## config.mk

```make
export PLATFORM = sky130hd
export DESIGN_NAME = pipe_addsub_acc_flat
export DESIGN_NICKNAME = d
export VERILOG_FILES = /design/src/rtl/pipe_addsub_acc_if.sv /design/src/rtl/pipe_addsub_acc.sv /design/src/flat_wrapper.sv
export SDC_FILE = /design/constraint.sdc
export NUM_CORES = 1
export LEC_CHECK = 0
export BUFFER_PORTS_ARGS = -buffer_cell sky130_fd_sc_hd__buf_2
export CAP_MARGIN = 40
export CORE_MARGIN = 8
export CORE_UTILIZATION = 59
export CTS_BUF_LIST = sky130_fd_sc_hd__clkbuf_4
export DETAILED_ROUTE_END_ITERATION = 16
export PLACE_DENSITY = 0.82
export SETUP_SLACK_MARGIN = 0.3
export SLEW_MARGIN = 20
export SYNTH_ARGS = -nofsm -noshare
export SYNTH_HDL_FRONTEND = slang
export SYNTH_SLANG_ARGS = --single-unit
```

## constraint.sdc

```tcl
create_clock -name clk -period 6.6 [get_ports clk]
set_input_delay 1.32 -clock clk [delete_from_list [all_inputs] [get_ports clk]]
set_output_delay 1.32 -clock clk [all_outputs]
set_load 0.02 [all_outputs]
```

## src/rtl/pipe_addsub_acc_if.sv

```systemverilog
// Operand/result bundle for pipe_addsub_acc: op request in, result and accumulator out.
// The master side issues operands; the slave side (the adder) returns results.
interface pipe_addsub_acc_if #(
   parameter int W     = 31,
   parameter int ACC_W = 40
);
   logic             in_vld;
   logic [W-1:0]     in_a;
   logic [W-1:0]     in_b;
   logic [1:0]       in_op;
   logic             out_vld;
   logic [W:0]       res;
   logic [ACC_W-1:0] acc;
   logic             acc_ovf;

   modport master (
      output in_vld, in_a, in_b, in_op,
      input  out_vld, res, acc, acc_ovf
   );

   modport slave (
      input  in_vld, in_a, in_b, in_op,
      output out_vld, res, acc, acc_ovf
   );
endinterface

```

## src/rtl/pipe_addsub_acc.sv

```systemverilog
// Carry-pipelined signed add/sub over SEGS segments feeding a wide signed accumulator.
// Build option ACC_SAT_EN: saturate the accumulator on overflow instead of wrapping.
module pipe_addsub_acc #(
   parameter int W     = 31,
   parameter int SEGS  = 2,
   parameter int ACC_W = 40
) (
   input logic               clk,
   input logic               rst_n,
   pipe_addsub_acc_if.slave  bus
);
   localparam int RW  = W + 1;
   localparam int SW  = (RW + SEGS - 1) / SEGS;
   localparam int TW  = SW * SEGS;
   localparam int PAD = TW - RW;

   localparam logic [1:0] OP_SUB = 2'b01;
   localparam logic [1:0] OP_ACC = 2'b10;
   localparam logic [1:0] OP_CLR = 2'b11;

   logic         vld0_reg;
   logic [W-1:0] a0_reg;
   logic [W-1:0] b0_reg;
   logic [1:0]   op0_reg;

   always_ff @(posedge clk or negedge rst_n) begin
      if (!rst_n) begin
         vld0_reg <= 1'b0;
         a0_reg   <= '0;
         b0_reg   <= '0;
         op0_reg  <= '0;
      end else begin
         vld0_reg <= bus.in_vld;
         a0_reg   <= bus.in_a;
         b0_reg   <= bus.in_b;
         op0_reg  <= bus.in_op;
      end
   end

   // View j = operands after j segments consumed. Pending operand bits shift down so the
   // next segment is always at the bottom; finished sum segments shift in from the top.
   logic [SEGS-1:0][TW-1:0] x_v;
   logic [SEGS-1:0][TW-1:0] y_v;
   logic [SEGS-1:0][TW-1:0] s_v;
   logic [SEGS-1:0]         c_v;
   logic [SEGS-1:0]         vld_v;
   logic [SEGS-1:0][1:0]    op_v;

   logic          sub0;
   logic [TW-1:0] a_ext;
   logic [TW-1:0] b_ext;

   // Padding sits below the LSB; for SUB the inverted pad is all ones, so the carry-in
   // ripples through it into bit 0 of the real operand.
   assign sub0     = (op0_reg == OP_SUB);
   assign a_ext    = TW'($signed(a0_reg)) << PAD;
   assign b_ext    = TW'($signed(b0_reg)) << PAD;
   assign x_v[0]   = a_ext;
   assign y_v[0]   = sub0 ? ~b_ext : b_ext;
   assign s_v[0]   = '0;
   assign c_v[0]   = sub0;
   assign vld_v[0] = vld0_reg;
   assign op_v[0]  = op0_reg;

   for (genvar gi = 1; gi < SEGS; gi++) begin : g_stage
      logic [SW:0]   seg_sum;
      logic [TW-1:0] x_reg;
      logic [TW-1:0] y_reg;
      logic [TW-1:0] s_reg;
      logic          c_reg;
      logic          vld_reg;
      logic [1:0]    op_reg;

      assign seg_sum = {1'b0, x_v[gi-1][SW-1:0]} + {1'b0, y_v[gi-1][SW-1:0]}
                     + (SW+1)'(c_v[gi-1]);

      always_ff @(posedge clk or negedge rst_n) begin
         if (!rst_n) begin
            x_reg   <= '0;
            y_reg   <= '0;
            s_reg   <= '0;
            c_reg   <= 1'b0;
            vld_reg <= 1'b0;
            op_reg  <= '0;
         end else begin
            x_reg   <= x_v[gi-1] >> SW;
            y_reg   <= y_v[gi-1] >> SW;
            s_reg   <= (s_v[gi-1] >> SW) | (TW'(seg_sum[SW-1:0]) << (TW - SW));
            c_reg   <= seg_sum[SW];
            vld_reg <= vld_v[gi-1];
            op_reg  <= op_v[gi-1];
         end
      end

      assign x_v[gi]   = x_reg;
      assign y_v[gi]   = y_reg;
      assign s_v[gi]   = s_reg;
      assign c_v[gi]   = c_reg;
      assign vld_v[gi] = vld_reg;
      assign op_v[gi]  = op_reg;
   end

   logic [TW-1:0] top_sum;
   logic [TW-1:0] fin_sum;
   logic [RW-1:0] res_next;

   // Only the low SW bits of top_sum survive the shift; its carry-out is dropped.
   assign top_sum  = x_v[SEGS-1] + y_v[SEGS-1] + TW'(c_v[SEGS-1]);
   assign fin_sum  = (s_v[SEGS-1] >> SW) | (top_sum << (TW - SW));
   assign res_next = RW'(fin_sum >> PAD);

   logic               out_vld_reg;
   logic [RW-1:0]      res_reg;
   logic [ACC_W-1:0]   acc_reg;
   logic               ovf_reg;
   logic [ACC_W-1:0]   res_ext;
   logic [ACC_W-1:0]   acc_sum;
   logic               sum_ovf;
   logic [ACC_W-1:0]   acc_next;
   logic               ovf_next;

   assign res_ext = ACC_W'($signed(res_next));
   assign acc_sum = acc_reg + res_ext;
   assign sum_ovf = (acc_reg[ACC_W-1] == res_ext[ACC_W-1])
                 && (acc_sum[ACC_W-1] != acc_reg[ACC_W-1]);

   always_comb begin
      acc_next = acc_reg;
      ovf_next = ovf_reg;
      if (op_v[SEGS-1] == OP_CLR) begin
         acc_next = '0;
         ovf_next = 1'b0;
      end else if (op_v[SEGS-1] == OP_ACC) begin
         acc_next = acc_sum;
         if (sum_ovf) begin
            ovf_next = 1'b1;
`ifdef ACC_SAT_EN
            // On overflow both addends share the sign of the true sum.
            acc_next = res_ext[ACC_W-1] ? {1'b1, {(ACC_W-1){1'b0}}}
                                        : {1'b0, {(ACC_W-1){1'b1}}};
`endif
         end
      end
   end

   always_ff @(posedge clk or negedge rst_n) begin
      if (!rst_n) begin
         out_vld_reg <= 1'b0;
         res_reg     <= '0;
         acc_reg     <= '0;
         ovf_reg     <= 1'b0;
      end else begin
         out_vld_reg <= vld_v[SEGS-1];
         if (vld_v[SEGS-1]) begin
            res_reg <= res_next;
            acc_reg <= acc_next;
            ovf_reg <= ovf_next;
         end
      end
   end

   assign bus.out_vld = out_vld_reg;
   assign bus.res     = res_reg;
   assign bus.acc     = acc_reg;
   assign bus.acc_ovf = ovf_reg;
endmodule

```

## src/flat_wrapper.sv

```systemverilog
// flat-port wrapper written by rule: the top's interface ports become plain ports
module pipe_addsub_acc_flat 
#(
   parameter int W     = 31,
   parameter int SEGS  = 2,
   parameter int ACC_W = 40
)
  (clk, rst_n, bus_in_vld, bus_in_a, bus_in_b, bus_in_op, bus_out_vld, bus_res, bus_acc, bus_acc_ovf);
  pipe_addsub_acc_if #(.W(W), .ACC_W(ACC_W)) bus_i ();
  input logic clk;
  input logic rst_n;
  input wire logic [$bits(bus_i.in_vld)-1:0] bus_in_vld;
  input wire logic [$bits(bus_i.in_a)-1:0] bus_in_a;
  input wire logic [$bits(bus_i.in_b)-1:0] bus_in_b;
  input wire logic [$bits(bus_i.in_op)-1:0] bus_in_op;
  output wire logic [$bits(bus_i.out_vld)-1:0] bus_out_vld;
  output wire logic [$bits(bus_i.res)-1:0] bus_res;
  output wire logic [$bits(bus_i.acc)-1:0] bus_acc;
  output wire logic [$bits(bus_i.acc_ovf)-1:0] bus_acc_ovf;
  assign bus_i.in_vld = bus_in_vld;
  assign bus_i.in_a = bus_in_a;
  assign bus_i.in_b = bus_in_b;
  assign bus_i.in_op = bus_in_op;
  assign bus_out_vld = bus_i.out_vld;
  assign bus_res = bus_i.res;
  assign bus_acc = bus_i.acc;
  assign bus_acc_ovf = bus_i.acc_ovf;
  pipe_addsub_acc #(.W(W), .SEGS(SEGS), .ACC_W(ACC_W)) u_core (.clk(clk), .rst_n(rst_n), .bus(bus_i));
endmodule
```

=== Word level (Yosys, flattened, before mapping) ===
Cells that the tools add are included.

* Latch bits: 0
* Memories: 0
* ROM bits: 0
* Input bits: 67
* Register bits after elaboration: 190
* Output and inout port bits: 74
* Bits in writable memories: 0
* Logic and storage cells: 37

* Reductions and logical operators: 5
* Multipliers: 0
* Shifts and indexed selects: 0
* Equality and inequality tests: 5
* Div/mod/pow operators: 0
* Add/subtract/negate cells: 5
* Muxes and demuxes: 6
* Bitwise operators: 2
* $lt $le $gt $ge: 0

{| class="wikitable"
|+ Operator list
! operator !! number
|-
| two-way mux 40 bit || 2
|-
| adder 40 bit || 1
|-
| two-way mux 32 bit || 1
|-
| inverter 32 bit || 1
|-
| OR 16 x 32 -> 32 bit || 1
|-
| adder 16 x 16 -> 17 bit || 1
|-
| adder 17 x 1 -> 17 bit || 1
|-
| adder 16 x 1 -> 16 bit || 1
|-
| adder 16 bit || 1
|-
| equality test 2 bit (second input constant) || 2
|-
| nonzero test 2 bit || 2
|-
| two-way mux 1 bit || 3
|-
| AND reduction 3 bit || 1
|-
| equality test 2 x 1 -> 1 bit (second input constant) || 1
|-
| AND reduction 2 bit || 1
|-
| equality test 1 bit || 1
|-
| logical AND 1 bit || 1
|-
| inequality test 1 bit || 1
|}

=== Longest topological paths before layout ===
Gate-level depths: netlist (run 1).

* Depth in word-level cells: 9
* Depth in mapped cells: 23
* Depth with buffers taken out: 22

=== Least setup slack after synthesis (run 1) ===
No wires, ideal clock.

* Kind: register to register
* From: reg u_core.g_stage[1].c_reg
* To: reg u_core.acc_reg[39], in the netlist u_core.bus.acc[39]
* Buffers on the path: 1
* Cell stages (with the launch flop): 24
* Setup time: 126 ps
* Setup slack: 1,950 ps
* Required time: 6,474 ps
* Arrival: 4,524 ps
* Path through: dfrtp_1 > fa_1 > fa_1 > a21o_1 > a21oi_1 > o21bai_1 > a21oi_1 > o21ai_0 > a41oi_1 > a21oi_1 > a21oi_1 > xnor2_1 > ha_1 > clkbuf_1 > a21o_1 > a21o_1 > a21oi_1 > o21ai_0 > nand3_1 > nand4_1 > o211ai_1 > xnor2_1 > nor3b_1 > a221o_1

* Word-level cells in the longest chain between the ends: 5

{| class="wikitable"
|+ RTL lines
! item !! RTL line !! source
|-
| start, declared || pipe_addsub_acc.sv:70 || <nowiki>logic c_reg;</nowiki>
|-
| start signal, assigned || pipe_addsub_acc.sv:89 || <nowiki>c_reg <= seg_sum[SW];</nowiki>
|-
| adder 16 x 1 -> 16 bit || pipe_addsub_acc.sv:108 || <nowiki>assign top_sum = x_v[SEGS-1] + y_v[SEGS-1] + TW'(c_v[SEGS-1]);</nowiki>
|-
| OR 16 x 32 -> 32 bit || pipe_addsub_acc.sv:109 || <nowiki>assign fin_sum = (s_v[SEGS-1] >> SW) | (top_sum << (TW - SW));</nowiki>
|-
| named net u_core.fin_sum[30] || pipe_addsub_acc.sv:104 || <nowiki>logic [TW-1:0] fin_sum;</nowiki>
|-
| adder 40 bit || pipe_addsub_acc.sv:123 || <nowiki>assign acc_sum = acc_reg + res_ext;</nowiki>
|-
| two-way mux 40 bit || pipe_addsub_acc.sv:133 || <nowiki>end else if (op_v[SEGS-1] == OP_ACC) begin</nowiki>
|-
| two-way mux 40 bit || pipe_addsub_acc.sv:130 || <nowiki>if (op_v[SEGS-1] == OP_CLR) begin</nowiki>
|-
| end signal, assigned || pipe_addsub_acc.sv:156 || <nowiki>acc_reg <= acc_next;</nowiki>
|-
| end, declared || pipe_addsub_acc.sv:114 || <nowiki>logic [ACC_W-1:0] acc_reg;</nowiki>
|}

The timed path passes the listed nets, and every way through them passes these cells. The select of a mux whose other input is x is not followed.
A chain may end at the register's enable or synchronous reset.

=== Final worst setup path (run 1) ===
Ends and elaborated chain as after synthesis.

==> results of run 1 <==
[path summary, 6_finish.rpt]
| check | from | endpoint | slack (ns) |
|---|---|---|---|
| hold reg to reg | u_core.a0_reg[21]$_DFF_PN0_ | u_core.g_stage[1].x_reg[5]$_DFF_PN0_ | 0.35 |
| hold / removal | u_core.a0_reg[21]$_DFF_PN0_ | u_core.g_stage[1].x_reg[5]$_DFF_PN0_ | 0.35 |
| setup reg to reg | u_core.g_stage[1].c_reg$_DFF_PN0_ | u_core.bus.acc[39]$_DFFE_PN0P_ | 1.25 |
| max in group asynchronous | rst_n | u_core.bus.res[28]$_DFFE_PN0P_ | 4.70 |
| setup / recovery | u_core.g_stage[1].c_reg$_DFF_PN0_ | u_core.bus.acc[39]$_DFFE_PN0P_ | 1.25 |
| min in group asynchronous | rst_n | u_core.b0_reg[9]$_DFF_PN0_ | 0.63 |
[Yosys cell counts (2+ instances only)]
cell type | instances | area [um^2]
a211o_1 | 2 | 17.5
a211oi_1 | 4 | 30.0
a211oi_2 | 2 | 25.0
a21o_1 | 31 | 233
a21oi_1 | 47 | 235
a221oi_1 | 2 | 17.5
a22o_1 | 3 | 26.3
a31o_2 | 2 | 17.5
a31oi_1 | 6 | 37.5
a41oi_1 | 3 | 26.3
and2_1 | 3 | 18.8
and3_1 | 11 | 68.8
buf_1 | 3 | 11.3
clkbuf_1 | 22 | 82.6
dfrtp_1 | 189 | 4730
fa_1 | 4 | 80.1
ha_1 | 68 | 851
inv_1 | 7 | 26.3
mux2_2 | 32 | 360
nand2_1 | 67 | 251
nand2b_1 | 8 | 50.1
nand3_1 | 10 | 50.1
nand4_1 | 9 | 56.3
nor2_1 | 37 | 139
nor2b_1 | 7 | 43.8
nor3_1 | 12 | 60.1
nor4_1 | 2 | 12.5
o2111ai_1 | 2 | 17.5
o211ai_1 | 3 | 22.5
o21a_1 | 8 | 60.1
o21ai_0 | 57 | 285
o21ai_1 | 4 | 20.0
o21bai_1 | 9 | 67.6
o2bb2ai_1 | 2 | 17.5
o31a_1 | 2 | 17.5
o31ai_1 | 8 | 60.1
o41ai_1 | 3 | 26.3
or2_2 | 2 | 12.5
or3_1 | 3 | 18.8
xnor2_1 | 65 | 569
xor2_1 | 25 | 219
[power breakdown]
group          internal (mW)  switching [mW]  leakage, nW
clock network          0.194           0.401        0.143
logic                  0.903            1.32         2.61
registers               1.40           0.169         2.26
total                   2.50            1.89         5.02
[logic make-up after synthesis]
family / synth area share [%]
compound gates: 14.9
flops: 51.7
simple gates: 9.37
xor+xnor: 8.62
fa+ha+maj: 10.2
buf+inv: 1.31
mux: 3.94
[area by class of cell]
class                      count  area, um^2  area share (%)
inverter                       7        26.3           0.253
clock buffer                  17         128            1.23
timing repair buffer         147         815            7.85
sequential                   189        4730            45.6
tap                          188         235            2.27
clock inverter                15         139            1.34
multi-input combinational    582        4300            41.4
antenna                        1        2.50          0.0241
[per-layer routing]
layer,up-vias,GRT usage (%)
li1,3169,-
met1,3212,25.9
met2,182,33.6
met3,26,4.96
met4,0,7.18
met5,-,0
==> summary.txt, run 1 <==
Status
  – Outcome: finished, final reports clean

Setup path
  – Crit path kind: reg -> reg
  – Startpoint types: flip-flop
  – CP Max Fanout: 8
  – Most used cell, CP: a21oi_1
  – Crit. End Element: flip-flop
  – Top Family by Delay on Critical Path: compound AO/OA/AOI/OAI gates
  – Slowest CP cell: fa_1
  – Critical path arrival: 5.84 ns
  – Crit-path cells: fa_1 > fa_1 > a21o_1 > a21oi_1 > o21bai_1 > a21oi_1 > o21ai_0 > a41oi_1 > a21oi_1 > a21oi_1 > xnor2_1 > ha_1 > a21o_1 > a21o_1 > a21oi_1 > o21ai_0 > nand3_1 > nand4_1 > o211ai_1 > xnor2_1 > nor3b_1 > a221o_1
  – Worst path buffer plus inverter count: 0
  – CP Depth: 22
  – CP peak stage delay: 0.47 ns
  – Required @ worst endpoint: 7.09 ns
  – Reg2reg path depth: 22

Timing
  – Hold Fails Final Rpt: 0
  – Final Setup Violations: 0
  – Hold Slack: 0.350 ns
  – Final setup TNS: 0 ns
  – Max-slew headroom: 53.9%
  – Final worst path period need: 5.35 ns
  – RSZ-0062 raised after global routing: no
  – Clk_skew: 0.0164 ns
  – Period Utilization, post-route: 81.0%
  – Slew @ Worst Pin: 0.690 ns
  – Slew Limit Fails: 0
  – Final setup margin: 1.25 ns
  – Fmax: 0.187 GHz

Route
  – Antenna-violating nets left: 0
  – Highest routed layer: met4
  – Pre-Repair DR Iteration Count: 5
  – Via density: 5.75
  – Aggregate routed wire length: 19400 um
  – DRC viols: 0
  – Drt initial violations: 409
  – Drt wl/cell: 16.9 um
  – Met3 WL post-DR: 1180 um
  – Met2 Routed Length: 9490 um
  – Wl on met1: 8270 um
  – Vias: 6589

Floorplan
  – DIE HEIGHT: 141 um
  – Row cnt: 45
  – I/O Pins: 141
  – Core Region: 0.0152 mm^2
  – Die area: 0.0197 mm^2
  – Starting Density: 60.2%
  – Die width: 141 um

Synth
  – Cell variety after synth: 58
  – Synthesized area: 0.00915 mm^2
  – Post-synth EDFFs: 0
  – Sequential-to-total area share from yosys stat: 51.7%
  – YS warnings: 0
  – Syn avg cell area: 11.4 um^2
  – Cells after Synth: 803
  – Syn_nets: 942
  – Ys async rst share: 100%
  – Top FF cell, synth: dfrtp_1
  – #FFs+latches synth: 189

Hold path
  – Hold/Removal Path Class: reg -> reg
  – Depth of the worst hold-timing path: 0

Clocking
  – CTS tree: done
  – Clock net sink count: 189
  – Setup Buffers After CTS: 0
  – Cts repair resizes: 0
  – Root Buffer: clkbuf_4
  – Hold_buf cts: 0
  – Clock tree buffer depth: 2
  – H-tree levels: 4
  – Reg clk slew, reported paths: 0.16 ns
  – Clk Latency, worst-skew pair: 0.58 ns
  – CTS buffer count: 17

Placement
  – Port Buffer Count: 140
  – Place WS: 1.37 ns
  – Placer Congestion: 0.857
  – Hpwl dp: 14800 um
  – Placed cell count: 1112
  – DP Area: 0.0101 mm^2

Power
  – Max rail drop VDD: 0.000210 V
  – Leakage: 5.02 nW
  – Power per standard cell area: 423 mW/mm^2
  – Pwr Total: 4.39 mW

Global routing
  – GR Util All Layers: 20.4%
  – Global-route wire length before repair: 32500 um
  – Initial antenna violation count: 1
  – Number of global-route vias before repair: 6649
  – Largest net degree at the start of global routing: 81
  – GRT Residual Overflow: 0

Layout
  – Most common cell after layout, fill and taps aside: dfrtp_1
  – Fillcell total: 1165
  – Design Area, Final: 0.0104 mm^2
  – Max FFs per register: 40
  – Area delta synth->final: 13.4%
  – Leading cell types in the layout, fill and taps excluded: 189 x dfrtp_1, 139 x buf_2, 68 x ha_1
  – Non-Filler Instances: 1146
  – Final Util: 68.2%
  – NumNets Final: 1083
  – Layout cells sized above 1: 23.3%

Job
  – Max-cap violations: 0
Note: power is estimated with default switching activity, not from simulation.
==> run 2: changes to the inputs <==
Settings changed: ABC_AREA set to 1, CORE_UTILIZATION 59 to 54, PLACE_DENSITY 0.82 to 0.79.
Clock period 6.6 ns to 4.4 ns, I/O delays scaled along.
==> run 2 against run 1 <==
  * Area after synthesis rose by 9.8%
  * Setup slack got worse by 0.60 ns
  * Flip-flop and latch count did not move
  * Critical endpoint is now u_core.bus.acc_ovf$_DFFE_PN0P_
==> summary.txt, run 2 <==
Status
  – Outcome: finished, final reports clean

Clocking
  – Clock net sink count: 189
  – Root Buffer: clkbuf_4
  – CTS tree: done
  – Clk Latency, worst-skew pair: 0.59 ns
  – H-tree levels: 4
  – Setup Buffers After CTS: 0
  – Clock tree buffer depth: 2
  – Reg clk slew, reported paths: 0.16 ns
  – CTS buffer count: 17

Route
  – Highest routed layer: met4
  – Met3 WL post-DR: 1260 um
  – Vias: 8386
  – Drt wl/cell: 16.2 um
  – Via density: 5.29
  – Aggregate routed wire length: 25600 um
  – Antenna-violating nets left: 0
  – DRC viols: 0
  – Wl on met1: 11300 um
  – Pre-Repair DR Iteration Count: 5
  – Met2 Routed Length: 12400 um
  – Drt initial violations: 621

Layout
  – NumNets Final: 1474
  – Fillcell total: 1647
  – Most common cell after layout, fill and taps aside: nand2_1
  – Design Area, Final: 0.0114 mm^2
  – Leading cell types in the layout, fill and taps excluded: 376 x nand2_1, 189 x dfrtp_1, 139 x buf_2
  – Final Util: 61.7%
  – Area delta synth->final: 13.4%
  – Layout cells sized above 1: 17.1%
  – Max FFs per register: 40

Setup path
  – Crit path kind: reg -> reg
  – Worst r2r dst: u_core.bus.acc_ovf$_DFFE_PN0P_
  – Reg2reg path depth: 21
  – Crit-path cells: fa_1 > fa_1 > nand3_1 > nand2_1 > nand2_1 > nand2_1 > nand2_1 > o21ai_2 > nand3_1 > nand3b_1 > and2_1 > ha_4 > nand2_1 > o21ai_0 > nand2_1 > nand2_1 > a21oi_1 > nand2_1 > nand2_1 > nand3_1 > a21oi_2
  – Required @ worst endpoint: 4.88 ns
  – Startpoint types: flip-flop
  – CP peak stage delay: 0.46 ns
  – CP Max Fanout: 6
  – Critical path arrival: 4.23 ns
  – Reg2Reg Setup Slack: 0.65 ns
  – Most used cell, CP: nand2_1
  – Crit. End Element: flip-flop
  – Slowest CP cell: fa_1
  – Reg-to-reg startpoint: u_core.g_stage[1].c_reg$_DFF_PN0_

Floorplan
  – DIE HEIGHT: 152 um
  – Core Region: 0.0185 mm^2
  – Die area: 0.0232 mm^2
  – Starting Density: 54.4%
  – Row cnt: 50
  – Die width: 152 um
  – I/O Pins: 141

Synth
  – Syn_nets: 1326
  – Cells after Synth: 1187
  – Largest cells by area after synthesis: dfrtp_1 47%, nand2_1 14%, ha_1 8.5%, a21oi_1 4.5%, xor2_1 3.9%
  – Area leader, netlist: dfrtp_1
  – Ys async rst share: 100%
  – Syn avg cell area: 8.46 um^2
  – Cell variety after synth: 45
  – Synth top cells by count: 376 x nand2_1, 189 x dfrtp_1, 91 x a21oi_1
  – Most instantiated library cell after synthesis: nand2_1
  – #FFs+latches synth: 189
  – Sequential-to-total area share from yosys stat: 47.1%
  – Synth top area share: 47.1%
  – YS warnings: 0
  – Post-synth EDFFs: 0
  – Synthesized area: 0.0100 mm^2
  – Top FF cell, synth: dfrtp_1

Placement
  – Placer Congestion: 0.969
  – Place WS: 0.660 ns
  – Hpwl dp: 20500 um
  – Port Buffer Count: 140
  – DP Area: 0.0111 mm^2

Power
  – Pint: 3.57 mW
  – Leakage: 6.03 nW
  – Max rail drop VDD: 0.000213 V
  – Clock power share: 13.7%
  – Gate power share: 52.3%
  – Reg power frac: 33.9%
  – NetSw: 3.45 mW
  – Net Sw Frac: 49.1%
  – Power per standard cell area: 616 mW/mm^2

Global routing
  – Largest net degree at the start of global routing: 76
  – GR Util All Layers: 22.4%
  – Number of global-route vias before repair: 8334
  – GRT Residual Overflow: 0
  – Global-route wire length before repair: 41500 um
  – Initial antenna violation count: 1

Timing
  – RSZ-0062 raised after global routing: no
  – Clk_skew: 0.0256 ns
  – Hold Slack: 0.239 ns
  – Final Setup Violations: 0
  – Final worst path period need: 3.75 ns
  – Max-slew headroom: 60.3%
  – Final setup margin: 0.654 ns
  – Fmax: 0.267 GHz
  – Slew Limit Fails: 0
  – Hold Fails Final Rpt: 0
  – Final setup TNS: 0 ns
  – Period Utilization, post-route: 85.1%
  – Slew @ Worst Pin: 0.595 ns

Hold path
  – Hold/Removal Path Class: in -> async

Job
  – Max-cap violations: 0
run 2: changes by cell type after synthesis, moves of 10 or more:
| cell | before | now |
|---|---|---|
| a21oi_1 | 47 | 91 |
| nand2_2 | 0 | 15 |
| clkbuf_1 | 22 | 8 |
| a21o_1 | 31 | 7 |
| inv_1 | 7 | 85 |
| nor2_1 | 37 | 81 |
| nand2_1 | 67 | 376 |
| xor2_1 | 25 | 45 |
| nand3_1 | 10 | 51 |
| and3_1 | 11 | 1 |
| mux2_2 | 32 | 0 |
| xnor2_1 | 65 | 6 |
run 2: cell families (layout without fill, tap and decap cells):
kind of cell,count (synthesis),count (layout),synth area share (%)
compound gates,196,196,11.1
buf+inv,106,267,4.11
other cells,0,3,0
fa+ha+maj,72,72,9.27
xor+xnor,51,51,4.45
flops,189,189,47.1
simple gates,573,573,24.0
run 2: repair_timing:
action | in CTS | in global routing
endpoints found under the setup margin | 0 | 3
hold buffers | 0 | 0
resized for setup | 0 | 1
run 2: worst max-delay path by stage:
stage	slack, ns	start	to	depth (start not counted)
after global placement	0.74	u_core.g_stage[1].y_reg[9]$_DFF_PN0_	u_core.bus.acc_ovf$_DFFE_PN0P_	16
after global routing	0.31	u_core.g_stage[1].c_reg$_DFF_PN0_	u_core.bus.acc[30]$_DFFE_PN0P_	23
after CTS	0.64	u_core.g_stage[1].c_reg$_DFF_PN0_	u_core.bus.acc_ovf$_DFFE_PN0P_	21
after floorplan	1.12	u_core.g_stage[1].c_reg$_DFF_PN0_	u_core.bus.acc[35]$_DFFE_PN0P_	21
final	0.65	u_core.g_stage[1].c_reg$_DFF_PN0_	u_core.bus.acc_ovf$_DFFE_PN0P_	21
after detailed placement	0.66	u_core.g_stage[1].c_reg$_DFF_PN0_	u_core.bus.acc_ovf$_DFFE_PN0P_	21
run 2: power by group through the flow:
stage	combinational [mW]	sequential, mW	clock [mW]
after global routing	4.09	2.42	1.05
final	3.67	2.38	0.963
after CTS	3.64	2.38	0.998
after global placement	3.59	2.40	0
after detailed placement	3.63	2.41	0
after floorplan	2.25	2.63	0
run 2: routing by layer:
metal	global-route usage [%]	vias up
met2	38.1	228
met1	27.8	3919
li1	-	4192
met4	8.14	0
met3	4.51	47
met5	0	-
run 2: layout make-up:
type,count,area (um^2),area share [%]
multi-input combinational,892,4920,43.2
antenna,3,7.51,0.0659
timing repair buffer,146,805,7.06
sequential,189,4730,41.5
tap,234,293,2.57
clock inverter,15,173,1.52
clock buffer,17,128,1.12
inverter,89,334,2.93
run 2: critical path: cells and delay by family, from the launching register on:
kind	cells	cell delay (ns)
compound gates	4	0.54
fa+ha+maj	3	1.19
flops	1	0.41
simple gates	14	1.51
run 2: through the flow:
| stage | cells | total power [mW] |
|---|---|---|
| 6_report | 1585 | 7.02 |
| 5_1_grt | 1584 | 7.56 |
| 4_1_cts | 1582 | 7.02 |
| 3_5_place_dp | 1550 | 6.04 |
| 3_3_place_gp | 1548 | 5.99 |
| 2_1_floorplan | 1187 | 4.88 |
